==> src/rtl/j1_io_pkg.sv <==
// Shared definitions for peripherals on the j1 registered I/O bus.
// Address bits 0..13 belong to the existing peripherals; the SPI master owns 14 and 15.
package j1_io_pkg;

    localparam int DATA_BIT = 14;
    localparam int CTRL_BIT = 15;

    localparam int STAT_CS_EN    = 0;
    localparam int STAT_BUSY     = 1;
    localparam int STAT_RX_VALID = 2;

    typedef enum logic [1:0] {
        IDLE = 2'd0,
        LOW  = 2'd1,
        HIGH = 2'd2
    } spi_state_e;

endpackage

==> src/rtl/spi_master.sv <==
// Byte-wide mode-0 SPI master on the j1 registered I/O bus.
// One write to the data register shifts a byte out MSB first while shifting MISO in.
module spi_master #(
    parameter int DATA_BIT = j1_io_pkg::DATA_BIT,
    parameter int CTRL_BIT = j1_io_pkg::CTRL_BIT,
    parameter int HALF     = 1
) (
    input  logic        clk,
    input  logic        resetq,
    input  logic        io_wr,
    input  logic        io_rd,
    input  logic [15:0] io_addr,
    input  logic [15:0] dout,
    output logic [15:0] io_din,
    output logic        spi_sck,
    output logic        spi_mosi,
    input  logic        spi_miso,
    output logic        spi_csn
);
    import j1_io_pkg::*;

    localparam logic [7:0] HALF_M1 = 8'(HALF - 1);

    spi_state_e state_q, state_d;
    logic       cs_en_q, cs_en_d;
    logic       csn_q, csn_d;
    logic       busy_q, busy_d;
    logic       rx_valid_q, rx_valid_d;
    logic [7:0] rx_data_q, rx_data_d;
    logic [7:0] shreg_q, shreg_d;
    logic [2:0] bitcnt_q, bitcnt_d;
    logic [7:0] div_q, div_d;
    logic       sck_q, sck_d;
    logic       mosi_q, mosi_d;

    logic data_wr, ctrl_wr, data_rd;
    assign data_wr = io_wr & io_addr[DATA_BIT];
    assign ctrl_wr = io_wr & io_addr[CTRL_BIT];
    assign data_rd = io_rd & io_addr[DATA_BIT];

    logic unused_bits;
    assign unused_bits = ^{dout[15:8], io_addr};

    always_ff @(posedge clk or negedge resetq) begin
        if (!resetq) begin
            state_q    <= IDLE;
            cs_en_q    <= 1'b0;
            csn_q      <= 1'b1;
            busy_q     <= 1'b0;
            rx_valid_q <= 1'b0;
            rx_data_q  <= 8'd0;
            shreg_q    <= 8'd0;
            bitcnt_q   <= 3'd0;
            div_q      <= 8'd0;
            sck_q      <= 1'b0;
            mosi_q     <= 1'b0;
        end else begin
            state_q    <= state_d;
            cs_en_q    <= cs_en_d;
            csn_q      <= csn_d;
            busy_q     <= busy_d;
            rx_valid_q <= rx_valid_d;
            rx_data_q  <= rx_data_d;
            shreg_q    <= shreg_d;
            bitcnt_q   <= bitcnt_d;
            div_q      <= div_d;
            sck_q      <= sck_d;
            mosi_q     <= mosi_d;
        end
    end

    always_comb begin
        state_d    = state_q;
        cs_en_d    = cs_en_q;
        csn_d      = csn_q;
        busy_d     = busy_q;
        rx_valid_d = rx_valid_q;
        rx_data_d  = rx_data_q;
        shreg_d    = shreg_q;
        bitcnt_d   = bitcnt_q;
        div_d      = div_q;
        sck_d      = sck_q;
        mosi_d     = mosi_q;

        if (ctrl_wr) begin
            cs_en_d = dout[0];
            csn_d   = ~dout[0];
        end
        // The clear comes first so a completion on the same edge overrides it.
        if (data_rd) begin
            rx_valid_d = 1'b0;
        end

        case (state_q)
            IDLE: begin
                if (data_wr) begin
                    shreg_d    = dout[7:0];
                    mosi_d     = dout[7];
                    bitcnt_d   = 3'd7;
                    div_d      = HALF_M1;
                    busy_d     = 1'b1;
                    rx_valid_d = 1'b0;
                    state_d    = LOW;
                end
            end
            LOW: begin
                if (div_q != 8'd0) begin
                    div_d = div_q - 8'd1;
                end else begin
                    sck_d   = 1'b1;
                    shreg_d = {shreg_q[6:0], spi_miso};
                    div_d   = HALF_M1;
                    state_d = HIGH;
                end
            end
            HIGH: begin
                if (div_q != 8'd0) begin
                    div_d = div_q - 8'd1;
                end else begin
                    sck_d = 1'b0;
                    if (bitcnt_q == 3'd0) begin
                        rx_data_d  = shreg_q;
                        busy_d     = 1'b0;
                        rx_valid_d = 1'b1;
                        state_d    = IDLE;
                    end else begin
                        bitcnt_d = bitcnt_q - 3'd1;
                        mosi_d   = shreg_q[7];
                        div_d    = HALF_M1;
                        state_d  = LOW;
                    end
                end
            end
            default: state_d = IDLE;
        endcase
    end

    logic [15:0] status;
    always_comb begin
        status                = 16'd0;
        status[STAT_CS_EN]    = cs_en_q;
        status[STAT_BUSY]     = busy_q;
        status[STAT_RX_VALID] = rx_valid_q;
    end

    always_comb begin
        io_din = 16'd0;
        if (io_addr[DATA_BIT]) begin
            io_din = io_din | {8'd0, rx_data_q};
        end
        if (io_addr[CTRL_BIT]) begin
            io_din = io_din | status;
        end
    end

    assign spi_sck  = sck_q;
    assign spi_mosi = mosi_q;
    assign spi_csn  = csn_q;

endmodule

==> config.mk <==
export PLATFORM = sky130hd
export DESIGN_NAME = spi_master
export DESIGN_NICKNAME = d
export VERILOG_FILES = /design/src/rtl/j1_io_pkg.sv /design/src/rtl/spi_master.sv
export SDC_FILE = /design/constraint.sdc
export NUM_CORES = 1
export LEC_CHECK = 0
export CORE_UTILIZATION = 51
export CTS_CLUSTER_SIZE = 10
export DETAILED_ROUTE_END_ITERATION = 12
export PLACE_DENSITY = 0.83
export SLEW_MARGIN = 20
export SYNTH_ARGS = -nofsm -noshare
export SYNTH_HDL_FRONTEND = slang
export SYNTH_SLANG_ARGS = --single-unit
==> constraint.sdc <==
create_clock -name clk -period 5.1 [get_ports clk]
set_input_delay 0.51 -clock clk [delete_from_list [all_inputs] [get_ports clk]]
set_output_delay 0.51 -clock clk [all_outputs]
set_load 0.01 [all_outputs]
Yosys cells after proc, flatten, opt, wreduce, memory -nomap -nowiden. Index checks and enable logic that the tools add are counted.

Bitwise logic cells: 6. Reduce and logical (&&, ||, !) cells: 14. Mux-type cells: 35. Add/subtract/negate cells: 2. Equality and inequality tests: 8.

Operator list (count): $mux 8 (7); $pmux 8 s3 (1); $mux 16 (1); $pmux 8 s2 (1); $reduce_and 3->1 (5); $mux 1 (13); $ne 2x2->1 const B (5); $mux 3 (3); $or 8x3->8 (1); $pmux 1 s2 (4); $reduce_and 4->1 (2); $reduce_bool 8->1 (1); $sub 8x1->8 const B (1); $mux 2 (3); $pmux 2 s3 (1); $pmux 3 s2 (1); $reduce_bool 2->1 (3); $and 1x1->1 (3); $logic_not 3->1 (1); $ne 3x3->1 const B (1); $reduce_bool 3->1 (1); $sub 3x1->3 const B (1); $eq 2x1->1 const B (1); $eq 2x2->1 const B (1); other kinds (2) (3).

Logic and storage cells: 76. Register bits after elaboration: 35.

Logic depth before layout (Yosys ltp).
Word-level depth: 5. Gate-level depth with buffers: 7.

Worst setup path before layout. No wires, ideal clock.

Path type: reg-to-reg. From: reg div_q[0]. To: reg rx_data_q[0]. Cell stages (with the launch flop): 7. Arrival: 1825 ps. Data required time: 4975 ps. Slack: 3150 ps. Setup time: 125 ps. Buffers on the path: 1. Path through: dfrtp_1 > inv_1 > ha_1 > or3b_4 > nor4_4 > buf_6 > mux2_2.

Longest elaborated chain between the ends: 3.

RTL lines: from (decl) (RTL line spi_master.sv:32) `logic [7:0] div_q, div_d;`; from (signal assigned) (RTL line spi_master.sv:66) `div_q <= div_d;`; $reduce_bool 8->1 (RTL line spi_master.sv:117) `if (div_q != 8'd0) begin`; $not 1->1 (no source line); $reduce_and 3->1 (no source line); to (signal assigned) (RTL line spi_master.sv:63) `rx_data_q <= rx_data_d;`; to (decl) (RTL line spi_master.sv:29) `logic [7:0] rx_data_q, rx_data_d;`.

No other way between the ends. A chain may end at the register's enable or synchronous reset.

Worst setup path in the final report.
From: in io_addr[14]. To: out io_din[1].

Longest elaborated chain between the ends: 3.

RTL lines: from (decl) (RTL line spi_master.sv:12) `input logic [15:0] io_addr,`; $mux 8 * (RTL line spi_master.sv:148) `if (io_addr[DATA_BIT]) begin`; $or 8x3->8 (RTL line spi_master.sv:152) `io_din = io_din | status;`; $mux 16 * (RTL line spi_master.sv:151) `if (io_addr[CTRL_BIT]) begin`; to (decl) (RTL line spi_master.sv:14) `output logic [15:0] io_din,`.

Mark *: on every way between the ends. The rest lies on a longest branch, timed or not.

==> key figures <==
Critical path
  • Crit path from: io_addr[14]
  • CP Launch Type: primary input
  • Sequence of cells on the critical path: clkdlybuf4s50_1 > a22o_1 > clkdlybuf4s50_1
  • Crit path capture type: output port
  • CP Depth: 3
  • Max incr delay on CP: 0.71 ns
  • Critical Path AT: slightly below 2 ns
  • WS Path Type: primary input to output port
  • Family with the most delay on the worst path: buffers and inverters
  • Worst-path maximum fanout: 12
  • Crit path buf inv count: 2
  • Crit-path most repeated cell: clkdlybuf4s50_1
  • Worst reg2reg startpoint: div_q[0]
  • R2r worst-path depth: 6
  • CP required: 4.59 ns
  • Slowest stage cell on the critical path: clkdlybuf4s50_1

Drt
  • Highest Signal Layer: met4
  • Mean routed wirelength per cell: ~15 um
  • Met3 routed WL: approximately 140 um
  • DRC viols: 0
  • 1st-iter DRT viols: a little over 70
  • First-pass detailed-route iteration total: 4
  • Routed vias/inst: about 5.7
  • Final antenna-violating net count: 0
  • DR vias: approximately 1,500
  • Met1 WL: 1710 um
  • Routed Wire Length: approximately 3800 um
  • Met2 wire length: 1830 um

Power and ir drop
  • Peak supply drop: between 0.2 and 0.3 mV
  • Cell internal pwr: around 0.68 mW
  • P per Cell Area: 498 nW/um^2
  • Leakage Power: a little over 1 nW
  • P_sw: about 0.45 mW
  • Clock share of power: ~17%
  • Flop pwr share: ~38%
  • Net Sw Frac: between 30 and 40%
  • Gate power share: between 40% and 50%

Synth
  • Average cell area after synthesis: around 11 um^2
  • Prevailing post-synth register cell: dfrtp_1
  • Mapped Area: around 1900 um^2
  • Yosys reg bits: 35
  • Syn. warnings: 0
  • Synth cell types: 49
  • EDFF count, synth: 0
  • Post-synthesis sequential area ratio: approximately 45%
  • Asr flop ratio synth: 100%
  • Cells after Synth: 182

Clock tree
  • Post_cts resized: 0
  • CTS tree: yes
  • Clock transition at path regs: approximately 0.070 ns
  • TritonCTS buffer count: 5
  • Clock tree buffer depth: 2
  • H-tree levels: 2
  • Post-CTS Setup Inserts: 0
  • Hold Buf Count CTS: 0
  • Clock sinks: 35
  • Root Driver: clkbuf_8
  • Clk_lat worst skew: 0.29 ns

Floorplan
  • IO Pins: 56
  • DIE HEIGHT: around 64 um
  • DIE AREA: around 4000 um^2
  • Placement Rows: 22
  • Core area: about 3700 um^2
  • Starting Density: between 50% and 60%
  • Chip width: 63.7 um

STA
  • Tmin final: ~2.5 ns
  • Unrepaired setup endpoints after global routing: no
  • Skew final: between 0.01 and 0.015 ns
  • Hold Vio Cnt, Final: 0
  • Final setup vio count: 0
  • Max Slew Vio Count: 0
  • Final worst slack: 2.61 ns
  • Max Fclk: roughly 400 MHz
  • Final cycle utilization of the critical path: between 40% and 50%
  • Worst slew pin tran: 0.727 ns
  • Rel. slew slack: 51.2%
  • Post-route setup TNS: 0 ns

Finish
  • Most common cell after layout, fill and taps aside: dfrtp_1
  • Share of cells above drive strength 1: approximately 14%
  • Fill count: between 200 and 300
  • Multi-input gate area: 972 um^2
  • Antenna Cells: 0
  • Layout area overhead: 17.4%
  • Final net count: 253
  • Register Area: 877 um^2
  • Commonest non-fill, non-tap cells in the layout: dfrtp_1, clkdlybuf4s50_1, nand2_1, mux2_2, nor2_1

Global routing
  • Largest net degree at the start of global routing: 36
  • First-pass GRT wire length: just under 7000 um
  • Gr ovfl total: 0
  • Antenna violations before repair: 0
  • Vias in the first global route: 1,492
  • Tot GR Track Use: ~22%

Outcome
  • Status: finished clean

Placement
  • Setup WS pre-CTS: roughly 2.5 ns
  • HPWL Detailed: roughly 2700 um
  • Gp weighted congestion: 0.809
  • Port bufs: 25

Worst hold path
  • Hold path startpoint: spi_csn
  • Worst Hold Path Cells: 2
  • Worst hold path class: flop to flop

Flow run
  • Max Cap Viol: 0
==> synthesized netlist by cell type (2+ instances only) <==
library cell,instances,area share (%)
o21a_1,8,3.1
o22a_1,8,3.6
nor2_1,9,1.7
a21oi_1,7,1.8
dfrtp_1,34,44
nand2_1,14,2.7
nor3_1,3,0.77
o2bb2ai_1,3,1.4
nand4_1,2,0.64
a22o_1,4,1.8
or4_1,2,0.77
and2_1,6,1.9
nand3_1,2,0.52
buf_4,8,3.1
clkbuf_1,3,0.58
nand2b_1,4,1.3
nand3b_1,3,1.2
ha_1,7,4.5
mux2_2,13,7.5
o21ai_0,6,1.5
inv_1,8,1.5
==> routing by layer <==
metal,vias up,GRT usage [%]
met2,40,36.0
met4,0,8.81
li1,702,-
met1,716,28.5
met5,-,0
met3,9,5.07
==> kinds of logic (layout without fill, tap and decap cells) <==
group | Yosys count | in the layout | share of synthesized area (%)
and+or+nand+nor | 56 | 56 | 17.9
other | 1 | 8 | 0.193
muxes | 13 | 13 | 7.54
DFF | 35 | 35 | 45.2
buffers and inverters | 21 | 42 | 6.06
AOI/OAI and AO/OA | 49 | 49 | 18.6
adders and majority gates | 7 | 7 | 4.51
==> flip-flops by register name, indices dropped and copies added, names as in the netlist <==
register    cells
spi_mosi        1
div_q           8
busy_q          1
shreg_q         8
state_q         2
rx_valid_q      1
spi_sck         1
rx_data_q       8
bitcnt_q        3
spi_csn         1
cs_en_q         1
==> per-stage QoR <==
step                      hold WS [ns]  area (um^2)  std cells  total power [mW]  utilization, %
after floorplan                  0.214         1970        189             0.812               -
after detailed placement         0.476         2200        250             0.940            60.0
after global routing             0.499         2280        258              1.23            62.2
final                            0.491         2280        258              1.13            62.2
after CTS                        0.486         2280        258              1.14            62.2
after global placement           0.468         2200        250             0.922            60.0
==> worst reg2reg max path, delay by kind of cell (launching register included) <==
family | cells | cell delay (ns)
simple gates | 3 | 1.31
compound gates | 1 | 0.30
buf+inv | 1 | 0.08
fa+ha+maj | 1 | 0.20
flops | 1 | 0.43
==> area by class of cell <==
| type | instances | share of cell area, % |
|---|---|---|
| well taps | 48 | 2.64 |
| repair buffers | 26 | 11.3 |
| inverters | 8 | 1.32 |
| clock buffers | 7 | 3.35 |
| clock inverters | 1 | 0.220 |
| multi-input cells | 133 | 42.7 |
| flip-flops and latches | 35 | 38.5 |
==> final timing paths <==
| kind | endpoint | slack, ns |
|---|---|---|
| max | io_din[1] | 2.61 |
| min in group asynchronous | state_q[1] | 0.62 |
| min | spi_csn | 0.49 |
| max reg2reg | div_q[4] | 2.68 |
| min reg2reg | spi_csn | 0.49 |
| max in group asynchronous | spi_csn | 4.13 |
==> power groups by stage <==
stage / Clock [mW] / Sequential (mW) / Combinational (mW)
after floorplan: 0 / 0.414 / 0.398
after global placement: 0 / 0.424 / 0.498
after detailed placement: 0 / 0.428 / 0.512
after CTS: 0.199 / 0.424 / 0.517
after global routing: 0.214 / 0.437 / 0.577
final: 0.193 / 0.426 / 0.515
No activity file was read; power rests on OpenSTA's default activity.
